<file path="src/rtl/ioctl_download_buffer_pkg.sv">
// Shared types for the ioctl download buffer: FSM states, FIFO entry layout, checksum width.
package dl_pkg;

  localparam int unsigned DL_ADDR_W     = 17;
  localparam int unsigned DL_CHECKSUM_W = 16;

  typedef enum logic [1:0] {
    DL_IDLE,
    DL_LOAD,
    DL_DRAIN,
    DL_DONE
  } dl_state_t;

  typedef struct packed {
    logic [DL_ADDR_W-1:0] addr;
    logic [7:0]           data;
  } dl_entry_t;

  // Replay is only allowed while a download window is being serviced.
  function automatic logic dl_can_pop(dl_state_t s);
    return (s == DL_LOAD) || (s == DL_DRAIN);
  endfunction

endpackage

</file>
<file path="src/rtl/ioctl_download_buffer_if.sv">
// Host-side ioctl signals and system-side dn_* loader signals of the download buffer.
interface ioctl_download_buffer_if #(
  parameter int unsigned ADDR_W = 17
);

  logic              ioctl_download;
  logic              ioctl_wr;
  logic [24:0]       ioctl_addr;
  logic [7:0]        ioctl_dout;
  logic [7:0]        ioctl_index;
  logic              ioctl_wait;

  logic [ADDR_W-1:0] dn_addr;
  logic [7:0]        dn_data;
  logic              dn_wr;
  logic [7:0]        dn_index;
  logic              dn_busy;
  logic              dn_done;
  logic              dn_overflow;
  logic [15:0]       dn_checksum;

  modport master (
    output ioctl_download, ioctl_wr, ioctl_addr, ioctl_dout, ioctl_index,
    input  ioctl_wait,
    input  dn_addr, dn_data, dn_wr, dn_index, dn_busy, dn_done, dn_overflow, dn_checksum
  );

  modport slave (
    input  ioctl_download, ioctl_wr, ioctl_addr, ioctl_dout, ioctl_index,
    output ioctl_wait,
    output dn_addr, dn_data, dn_wr, dn_index, dn_busy, dn_done, dn_overflow, dn_checksum
  );

endinterface

</file>
<file path="src/rtl/ioctl_download_buffer_fifo.sv">
// dl_fifo: single-clock FIFO with registered read data that holds until the next pop.
module dl_fifo
  import dl_pkg::*;
#(
  parameter int unsigned DEPTH   = 16,
  parameter type         entry_t = dl_entry_t
) (
  input  logic                   clk,
  input  logic                   rst_n,
  input  logic                   push,
  input  entry_t                 wr_data,
  input  logic                   pop,
  output entry_t                 rd_data,
  output logic [$clog2(DEPTH):0] count,
  output logic                   full,
  output logic                   empty
);

  localparam int unsigned PTR_W = $clog2(DEPTH);
  localparam int unsigned CNT_W = PTR_W + 1;

  entry_t             mem [DEPTH];
  logic [PTR_W-1:0]   wr_ptr;
  logic [PTR_W-1:0]   rd_ptr;
  logic               do_push;
  logic               do_pop;

  assign full    = (count == CNT_W'(DEPTH));
  assign empty   = (count == '0);
  assign do_push = push && !full;
  assign do_pop  = pop && !empty;

  always_ff @(posedge clk) begin
    if (do_push) begin
      mem[wr_ptr] <= wr_data;
    end
  end

  // Pointers are exactly PTR_W bits, so increments wrap modulo DEPTH.
  always_ff @(posedge clk or negedge rst_n) begin
    if (!rst_n) begin
      wr_ptr  <= '0;
      rd_ptr  <= '0;
      count   <= '0;
      rd_data <= '0;
    end else begin
      if (do_push) begin
        wr_ptr <= wr_ptr + 1'b1;
      end
      if (do_pop) begin
        rd_ptr  <= rd_ptr + 1'b1;
        rd_data <= mem[rd_ptr];
      end
      case ({do_push, do_pop})
        2'b10:   count <= count + 1'b1;
        2'b01:   count <= count - 1'b1;
        default: count <= count;
      endcase
    end
  end

endmodule

</file>
<file path="src/rtl/ioctl_download_buffer.sv">
// Buffers ioctl download bytes and replays them to the system loader at a clock-enable rate.
// Optional: define DL_CHECKSUM_EN to compute a running 16-bit sum of replayed bytes.
module ioctl_download_buffer
  import dl_pkg::*;
#(
  parameter int unsigned DEPTH        = 16,
  parameter int unsigned ADDR_W       = 17,
  parameter int unsigned AFULL_MARGIN = 4
) (
  input  logic                     clk_sys,
  input  logic                     reset_n,
  input  logic                     ce_drain,
  ioctl_download_buffer_if.slave   bus
);

  localparam int unsigned CNT_W     = $clog2(DEPTH) + 1;
  localparam logic [CNT_W-1:0] AFULL_LVL = CNT_W'(DEPTH - AFULL_MARGIN);

  typedef struct packed {
    logic [ADDR_W-1:0] addr;
    logic [7:0]        data;
  } entry_t;

  dl_state_t         state;
  dl_state_t         state_nxt;
  logic              dl_start;
  logic              push;
  logic              pop;
  entry_t            wr_entry;
  entry_t            rd_entry;
  logic [CNT_W-1:0]  fifo_count;
  logic              fifo_full;
  logic              fifo_empty;
  logic              dn_wr_q;
  logic              wait_q;
  logic              overflow_q;
  logic [7:0]        index_q;
  logic              unused_addr_hi;

  assign unused_addr_hi = ^bus.ioctl_addr[24:ADDR_W];

  always_ff @(posedge clk_sys or negedge reset_n) begin
    if (!reset_n) begin
      state <= DL_IDLE;
    end else begin
      state <= state_nxt;
    end
  end

  always_comb begin
    state_nxt = state;
    dl_start  = 1'b0;
    case (state)
      DL_IDLE: begin
        if (bus.ioctl_download) begin
          state_nxt = DL_LOAD;
          dl_start  = 1'b1;
        end
      end
      DL_LOAD: begin
        if (!bus.ioctl_download) begin
          state_nxt = DL_DRAIN;
        end
      end
      DL_DRAIN: begin
        // The last replayed byte is still on dn_wr this cycle; finish one cycle later.
        if (fifo_empty && !dn_wr_q) begin
          state_nxt = DL_DONE;
        end
      end
      DL_DONE: begin
        state_nxt = DL_IDLE;
      end
      default: begin
        state_nxt = DL_IDLE;
      end
    endcase
  end

  assign push     = (state == DL_LOAD) && bus.ioctl_wr;
  assign pop      = ce_drain && !fifo_empty && dl_can_pop(state);
  assign wr_entry = '{addr: bus.ioctl_addr[ADDR_W-1:0], data: bus.ioctl_dout};

  dl_fifo #(
    .DEPTH   (DEPTH),
    .entry_t (entry_t)
  ) u_fifo (
    .clk     (clk_sys),
    .rst_n   (reset_n),
    .push    (push),
    .wr_data (wr_entry),
    .pop     (pop),
    .rd_data (rd_entry),
    .count   (fifo_count),
    .full    (fifo_full),
    .empty   (fifo_empty)
  );

  always_ff @(posedge clk_sys or negedge reset_n) begin
    if (!reset_n) begin
      dn_wr_q    <= 1'b0;
      wait_q     <= 1'b0;
      overflow_q <= 1'b0;
      index_q    <= '0;
    end else begin
      dn_wr_q <= pop;
      wait_q  <= (fifo_count >= AFULL_LVL);
      if (dl_start) begin
        index_q    <= bus.ioctl_index;
        overflow_q <= 1'b0;
      end else if (push && fifo_full) begin
        overflow_q <= 1'b1;
      end
    end
  end

`ifdef DL_CHECKSUM_EN
  logic [DL_CHECKSUM_W-1:0] csum_q;

  always_ff @(posedge clk_sys or negedge reset_n) begin
    if (!reset_n) begin
      csum_q <= '0;
    end else if (dl_start) begin
      csum_q <= '0;
    end else if (dn_wr_q) begin
      csum_q <= csum_q + DL_CHECKSUM_W'(rd_entry.data);
    end
  end

  assign bus.dn_checksum = csum_q;
`else
  assign bus.dn_checksum = '0;
`endif

  assign bus.ioctl_wait  = wait_q;
  assign bus.dn_addr     = rd_entry.addr;
  assign bus.dn_data     = rd_entry.data;
  assign bus.dn_wr       = dn_wr_q;
  assign bus.dn_index    = index_q;
  assign bus.dn_busy     = (state != DL_IDLE);
  assign bus.dn_done     = (state == DL_DONE);
  assign bus.dn_overflow = overflow_q;

endmodule

</file>
<file path="src/flat_wrapper.sv">
// flat-port wrapper written by rule: the top's interface ports become plain ports
module ioctl_download_buffer_flat import dl_pkg::*;
#(
  parameter int unsigned DEPTH        = 16,
  parameter int unsigned ADDR_W       = 17,
  parameter int unsigned AFULL_MARGIN = 4
)
  (clk_sys, reset_n, ce_drain, bus_ioctl_download, bus_ioctl_wr, bus_ioctl_addr, bus_ioctl_dout, bus_ioctl_index, bus_ioctl_wait, bus_dn_addr, bus_dn_data, bus_dn_wr, bus_dn_index, bus_dn_busy, bus_dn_done, bus_dn_overflow, bus_dn_checksum);
  ioctl_download_buffer_if #(.ADDR_W(ADDR_W)) bus_i ();
  input  logic clk_sys;
  input  logic reset_n;
  input  logic ce_drain;
  input wire logic [$bits(bus_i.ioctl_download)-1:0] bus_ioctl_download;
  input wire logic [$bits(bus_i.ioctl_wr)-1:0] bus_ioctl_wr;
  input wire logic [$bits(bus_i.ioctl_addr)-1:0] bus_ioctl_addr;
  input wire logic [$bits(bus_i.ioctl_dout)-1:0] bus_ioctl_dout;
  input wire logic [$bits(bus_i.ioctl_index)-1:0] bus_ioctl_index;
  output wire logic [$bits(bus_i.ioctl_wait)-1:0] bus_ioctl_wait;
  output wire logic [$bits(bus_i.dn_addr)-1:0] bus_dn_addr;
  output wire logic [$bits(bus_i.dn_data)-1:0] bus_dn_data;
  output wire logic [$bits(bus_i.dn_wr)-1:0] bus_dn_wr;
  output wire logic [$bits(bus_i.dn_index)-1:0] bus_dn_index;
  output wire logic [$bits(bus_i.dn_busy)-1:0] bus_dn_busy;
  output wire logic [$bits(bus_i.dn_done)-1:0] bus_dn_done;
  output wire logic [$bits(bus_i.dn_overflow)-1:0] bus_dn_overflow;
  output wire logic [$bits(bus_i.dn_checksum)-1:0] bus_dn_checksum;
  assign bus_i.ioctl_download = bus_ioctl_download;
  assign bus_i.ioctl_wr = bus_ioctl_wr;
  assign bus_i.ioctl_addr = bus_ioctl_addr;
  assign bus_i.ioctl_dout = bus_ioctl_dout;
  assign bus_i.ioctl_index = bus_ioctl_index;
  assign bus_ioctl_wait = bus_i.ioctl_wait;
  assign bus_dn_addr = bus_i.dn_addr;
  assign bus_dn_data = bus_i.dn_data;
  assign bus_dn_wr = bus_i.dn_wr;
  assign bus_dn_index = bus_i.dn_index;
  assign bus_dn_busy = bus_i.dn_busy;
  assign bus_dn_done = bus_i.dn_done;
  assign bus_dn_overflow = bus_i.dn_overflow;
  assign bus_dn_checksum = bus_i.dn_checksum;
  ioctl_download_buffer #(.DEPTH(DEPTH), .ADDR_W(ADDR_W), .AFULL_MARGIN(AFULL_MARGIN)) u_core (.clk_sys(clk_sys), .reset_n(reset_n), .ce_drain(ce_drain), .bus(bus_i));
endmodule
</file>
<file path="config.mk">
export PLATFORM = sky130hd
export DESIGN_NAME = ioctl_download_buffer_flat
export DESIGN_NICKNAME = d
export VERILOG_FILES = /design/src/rtl/ioctl_download_buffer_pkg.sv /design/src/rtl/ioctl_download_buffer_if.sv /design/src/rtl/ioctl_download_buffer_fifo.sv /design/src/rtl/ioctl_download_buffer.sv /design/src/flat_wrapper.sv
export SDC_FILE = /design/constraint.sdc
export NUM_CORES = 1
export LEC_CHECK = 0
export CORE_ASPECT_RATIO = 0.8
export CORE_UTILIZATION = 50
export DETAILED_ROUTE_END_ITERATION = 8
export PLACE_DENSITY = 0.68
export RECOVER_POWER = 100
export SYNTH_ARGS = -nofsm -noshare
export SYNTH_HDL_FRONTEND = slang
export SYNTH_SLANG_ARGS = --single-unit
</file>
<file path="constraint.sdc">
create_clock -name clk_sys -period 4.7 [get_ports clk_sys]
set_input_delay 1.41 -clock clk_sys [delete_from_list [all_inputs] [get_ports clk_sys]]
set_output_delay 1.41 -clock clk_sys [all_outputs]
set_load 0.01 [all_outputs]
</file>
==> metrics.csv, run 1 <==
stage;metric;value;unit
yosys;ys_ff_latch;451;
die;rows;60;
worst_setup_path;reg2reg_depth;8;
clocking;cts_setup_buffers;0;
grt;grt_max_degree;56;
finish;nets;992;
worst_setup_path;critical_path_required;4.84;ns
yosys;netlist-cell-type-count;34;
finish;antennaDiodeCount;0;
power;p_total;11.68;mW
timing;max_slew_margin;-15.99;%
timing;fmaxAchievable;254.2;MHz
placed_design;portBuffers;75;
placed_design;dpl_cell_area;18910;um2
finish;drive_gt1_share;23.29;%
yosys;ys_top_cells_by_area;edfxtp_1, mux4_2, dfrtp_1, mux2_2, o22ai_1;
finish;seq_area;13300;um2
clocking;cts_buffer_depth;3;
power;pwr_density_cell;578.6;nW/um2
placed_design;place_hpwl;20130;um
timing;fin_crit;3.934;ns
routing;drt_iter0_drc;757;
die;die_h;168.6;um
worst_setup_path;r2r-start;u_core.state[1];
clocking;htree_levels;2;
clocking;holdBufCountCts;0;
yosys;yosysTopAreaCell;edfxtp_1;
timing;setup_viol;0;
worst_setup_path;critPathCaptureType;flip-flop;
routing;detail_route.first_pass.iterations;5;
grt;grt_pass1_vias;8625;
timing;clock_skew;0.01451;ns
yosys;synthFlopType;edfxtp_1;
hold_path;whs_path_depth;1;
yosys;synth_compound_area_share;3.028;%
routing;antenna_left;0;
clocking;cts_buffers;44;
die;initial_utilization;51.25;%
outcome;status;finished, violations left;
hold_path;holdCritStartpoint;u_core.bus.dn_index[6];
clocking;clk_pin_slew_worst_paths;0.06;ns
outcome;violations;capacitance limit, slew limit;
yosys;netlist_area;17350;um2
routing;routed_wl;35760;um
die;coreArea;33860;um2
clocking;cts_resized;0;
die;die_area;35460;um2
finish;final.fill_count;2478;
yosys;ys_warn_count;0;
yosys;synth-async-reset-ratio;11.31;%
worst_setup_path;worst_r2r_endpoint;u_core.u_fifo.mem[9][8];
timing;tightest_slew;1.740;ns
routing;vias;8339;
timing;setup-tns-final;0;ns
finish;fin_area;20190;um2
die;ios;100;
placed_design;gp_congestion;0.7279;
yosys;synth_simple_gate_area_share;1.240;%
yosys;synthXorXnorAreaFrac;0.5047;%
power;power_frac_seq;43.6;%
power;p_comb_share;26.7;%
yosys;synth_adder_area_share;1.125;%
yosys;syn_inst;817;
die;die_w;210.3;um
worst_setup_path;cp-start-kind;input port;
timing;hold_viol_final;0;
grt;grt_pass1_wl;54330;um
power;p_sw;3.337;mW
finish;area_growth;16.34;%
power;ir_worst_vdd;0.0003605;V
clocking;cts_sinks;451;
clocking;cts_tree;yes;
timing;drv_slew;44;
grt;gr-total-overflow;0;
worst_setup_path;critPathArrivalTime;4.08;ns
clocking;root_buffer;clkbuf_16;
routing;viasPerCell;5.827;
routing;drc;0;
routing;routedWlPerCell;24.99;um
yosys;synth_top_family_by_area;multiplexers;
power;internal-power;8.344;mW
yosys;muxShareOfSynthArea;15.31;%
yosys;synth_commonest_cells;edfxtp_1, mux4_2, dfrtp_1;
yosys;avgSynthCellArea;21.24;um2
yosys;ys_seq_area_share;76.57;%
timing;fin_crit_sh;83.71;%
timing;rsz0062_at_grt;false;
power;power_leakage;6.513;nW
power;swShare;28.57;%
clocking;clk_latency;0.55;ns
yosys;yosys.area.top_type_share;69.22;%
worst_setup_path;rrSetupSlack;1.43;ns
yosys;synth.most_common_cell;edfxtp_1;
power;power_frac_clock;29.7;%
hold_path;min_path_type;flip-flop to flip-flop;
flow_run;max_cap_viol_count;2;
hold_path;min_to;u_core.bus.dn_index[6];
yosys;synth_edf_count;400;
worst_setup_path;path_max_fanout;15;
grt;antenna_found_initial;1;
grt;track_usage;21.01;%
worst_setup_path;path_class;input port to flip-flop;
finish;multiInputGateArea;3789;um2
[metal layers]
| metal | wire length, um | track usage (%) | vias to the layer above |
|---|---|---|---|
| li1 | - | - | 3574 |
| met1 | 16290 | 31.48 | 4404 |
| met2 | 16530 | 31.99 | 293 |
| met3 | 2048 | 3.636 | 66 |
| met4 | 879 | 6.220 | 2 |
| met5 | 11 | 0 | - |
[final cells by class]
type / count / share of cell area (%)
Sequential cell: 451 / 65.86
Inverter: 11 / 0.2045
Timing Repair Buffer: 111 / 5.237
Tap cell: 465 / 2.882
Multi-Input combinational cell: 312 / 18.77
Clock inverter: 21 / 1.047
Clock buffer: 60 / 6.006
[power groups by stage]
stage	combinational [mW]	clock [mW]	sequential, mW
after floorplan	2.33	0	5.01
after global placement	3.19	0	5.19
after detailed placement	3.23	0	5.20
after CTS	3.26	3.54	5.12
after global routing	3.37	3.69	5.15
final	3.12	3.46	5.10
[how the worst max path moves through the flow]
stage | from | slack (ns) | cells after the start | endpoint
final | bus_ioctl_wr | 0.77 | 7 | u_core.u_fifo.mem[9][8]
after global placement | bus_ioctl_wr | 0.72 | 12 | u_core.u_fifo.count[4]
after detailed placement | bus_ioctl_wr | 0.75 | 12 | u_core.u_fifo.count[4]
after CTS | bus_ioctl_wr | 1.33 | 12 | u_core.u_fifo.count[4]
after global routing | bus_ioctl_wr | 0.57 | 7 | u_core.u_fifo.mem[9][8]
after floorplan | bus_ioctl_wr | 0.61 | 4 | u_core.u_fifo.mem[3][0]
[cell usage in the layout, fill, tap and decap left out, types with 2 or more instances in the layout]
cell               n
clkinvlp_4         3
o21ai_0            6
xor2_1             3
buf_4              8
clkbuf_8           3
inv_1             11
xnor2_1            7
o22ai_1           50
clkbuf_16         45
dlygate4sd3_1     66
ha_1              14
nand2b_1           3
inv_6              2
mux2_2            34
a21oi_1           31
conb_1            16
clkinv_1           7
clkdlybuf4s50_1    8
buf_12             9
dfrtp_1           49
bufinv_16          4
dfrtp_4            2
nand2_1           18
nor2_4             7
clkinv_2           5
nor2_1             6
mux4_2           100
clkbuf_1          31
nor3_1             4
nand4_1            2
edfxtp_1         400
[cells by family (layout without fill, tap and decap cells)]
kind of cell | after synthesis | count (layout)
buf+inv | 69 | 203
xor+xnor | 10 | 10
simple gates | 45 | 45
other cells | 1 | 16
compound gates | 90 | 90
fa+ha+maj | 15 | 15
flops | 451 | 451
mux | 136 | 136
[stage by stage]
stage	utilization, %	setup WS [ns]	hold slack [ns]	instances
6_report	59.63	0.7656	0.5010	1431
5_1_grt	59.63	0.5683	0.5215	1431
4_1_cts	60.05	1.329	0.5069	1431
3_5_place_dp	55.85	0.7464	0.4926	1350
3_3_place_gp	55.85	0.7154	0.4870	1350
2_1_floorplan	-	0.6123	0.5014	832
[flip-flops by register name, summed over array words and instances (netlist names)]
| signal | flops |
|---|---|
| u_core.bus.dn_index | 8 |
| u_core.u_fifo.rd_ptr | 4 |
| u_core.u_fifo.wr_ptr | 4 |
| u_core.u_fifo.rd_data | 25 |
| u_core.state | 2 |
| u_core.bus.dn_overflow | 1 |
| u_core.u_fifo.mem | 400 |
| u_core.bus.ioctl_wait | 1 |
| u_core.bus.dn_wr | 1 |
| u_core.u_fifo.count | 5 |
[worst max-delay path, stage by stage]
cell,delay [ns]
dlygate4sd3_1,0.55
nand2_1,0.06
a21oi_1,0.11
clkbuf_1,0.37
nand2_1,0.31
nor2_4,0.15
clkbuf_1,1.11
Note: power is estimated with default switching activity, not from simulation.
==> run 2, diff against run 1 <==
Clock period 4.7 ns to 3.9 ns, I/O delays scaled along.
==> run 2 against run 1 <==
  * The run now ends clean
  * Sequential cell count unchanged
  * Critical path depth unchanged
  * First-iteration DRC count increased by 3.0%
  * Clock power is 18% higher
  * Sequential power up 18%
  * Worst setup slack lost 0.25 ns
  * Count of clock-buffer cells in the layout decreased by 3
  * Critical path type unchanged
  * Largest power group unchanged
==> metrics.csv, run 2 (synthesis results as in run 1) <==
stage;metric;value;unit
finish;final_cells;1424;
grt;grt_max_degree;56;
worst_setup_path;critPathMaxStageDelay;0.62;ns
power;swShare;28.44;%
grt;grt_pass1_vias;8182;
grt;gr-total-overflow;0;
timing;setup_viol;0;
finish;largest_register;u_core.u_fifo.mem;
worst_setup_path;cp-start-kind;input port;
timing;tightest_slew;1.356;ns
routing;vias;8111;
grt;track_usage;19.79;%
finish;largest_register_ffs;400;
flow_run;max_cap_viol_count;0;
routing;routed_wl;33970;um
timing;fin_crit_sh;86.86;%
die;die_w;210.3;um
finish;nets;987;
placed_design;portBuffers;75;
timing;fmaxAchievable;295.2;MHz
timing;drv_slew;0;
worst_setup_path;path_common_cell;nand2_1;
clocking;htree_levels;2;
power;power_frac_clock;29.4;%
worst_setup_path;critical_path_required;4.08;ns
worst_setup_path;slowest_stage;clkbuf_2;
finish;drive_gt1_share;24.84;%
timing;holdWs;0.4950;ns
hold_path;min_path_type;flip-flop to flip-flop;
finish;fin_area;20100;um2
finish;final_cell_mix;edfxtp_1, mux4_2, dlygate4sd3_1;
finish;area_growth;15.81;%
die;die_area;35460;um2
routing;antenna_left;0;
timing;hold_viol_final;0;
outcome;status;complete, no violations;
power;ir_worst_vdd;0.0004455;V
worst_setup_path;path_cells;dlygate4sd3_1, nand2_1, a21oi_1, clkbuf_1, nand2_1, nor2_4, clkbuf_2;
power;p_sw;3.966;mW
routing;drt_iter0_drc;780;
grt;grt_pass1_wl;51120;um
routing;drc;0;
timing;max_slew_margin;9.603;%
power;p_comb_share;27.3;%
die;rows;60;
worst_setup_path;path_max_fanout;15;
worst_setup_path;path_class;input port to flip-flop;
timing;setup-tns-final;0;ns
placed_design;dpl_cell_area;18890;um2
clocking;cts_buffers;43;
power;power_frac_seq;43.3;%
placed_design;dp.cells;1346;
clocking;holdBufCountCts;0;
clocking;cts_sinks;451;
finish;finish.utilization;59.36;%
clocking;cts_tree;yes;
routing;routedWlPerCell;23.85;um
clocking;root_buffer;clkbuf_16;
routing;viasPerCell;5.696;
placed_design;gp_congestion;0.7355;
die;die_h;168.6;um
clocking;cts_resized;0;
power;power_leakage;6.507;nW
finish;final_common_cell;edfxtp_1;
die;initial_utilization;51.25;%
clocking;cts_setup_buffers;0;
routing;detail_route.first_pass.iterations;4;
worst_setup_path;critPathCaptureType;flip-flop;
worst_setup_path;critPathArrivalTime;3.57;ns
power;internal-power;9.980;mW
clocking;cts_buffer_depth;3;
clocking;clk_latency;0.55;ns
timing;rsz0062_at_grt;false;
die;coreArea;33860;um2
placed_design;place_hpwl;18640;um
die;ios;100;
timing;clock_skew;0.01542;ns
power;pwr_density_cell;694.0;nW/um2
clocking;clk_pin_slew_worst_paths;0.06;ns
timing;fin_crit;3.388;ns
grt;antenna_found_initial;2;
[run 2: worst paths after layout]
check	startpoint	endpoint	slack [ns]	cells past startpoint
min in group asynchronous	reset_n	u_core.u_fifo.rd_data[10]	0.92	1
max in group asynchronous	reset_n	u_core.u_fifo.rd_ptr[3]	2.00	1
setup reg to reg	u_core.state[1]	u_core.u_fifo.mem[13][23]	0.94	8
hold / removal	u_core.bus.dn_index[0]	u_core.bus.dn_index[0]	0.49	1
setup / recovery	bus_ioctl_wr	u_core.u_fifo.mem[13][23]	0.51	7
hold reg to reg	u_core.bus.dn_index[0]	u_core.bus.dn_index[0]	0.49	1
[run 2: per-layer routing]
layer	wire length, um	vias up	GRT usage (%)
li1	-	3558	-
met1	15590	4258	29.78
met2	15900	245	30.68
met3	1953	48	3.340
met4	515	2	4.507
met5	10	-	0
[run 2: power by group through the flow]
stage	clock, mW	combinational [mW]	sequential [mW]
global route	4.35	4.14	6.09
CTS	4.17	4.00	6.06
floorplan	0	2.80	6.03
detailed placement	0	3.98	6.16
finish	4.10	3.81	6.04
global placement	0	3.93	6.15
[run 2: worst max-delay path, delay by kind of cell]
family	cells	cell delay [ns]
AOI/OAI and AO/OA	1	0.17
buffers and inverters	3	1.46
and+or+nand+nor	3	0.75
[run 2: cell type report]
class	count	area [um2]
antenna	1	2.502
clock buffer	57	1211
clock inverter	20	178.9
fill	2423	13760
inverter	11	41.29
multi-input combinational	312	3811
sequential	451	13300
tap	465	581.8
timing repair buffer	107	974.7
[run 2: per-stage QoR]
stage / setup WS [ns] / total power, mW
2_1_floorplan: 0.05233 / 8.837
3_3_place_gp: 0.3320 / 10.08
3_5_place_dp: 0.3565 / 10.14
4_1_cts: 0.8384 / 14.23
5_1_grt: 0.3693 / 14.59
6_report: 0.5124 / 13.95
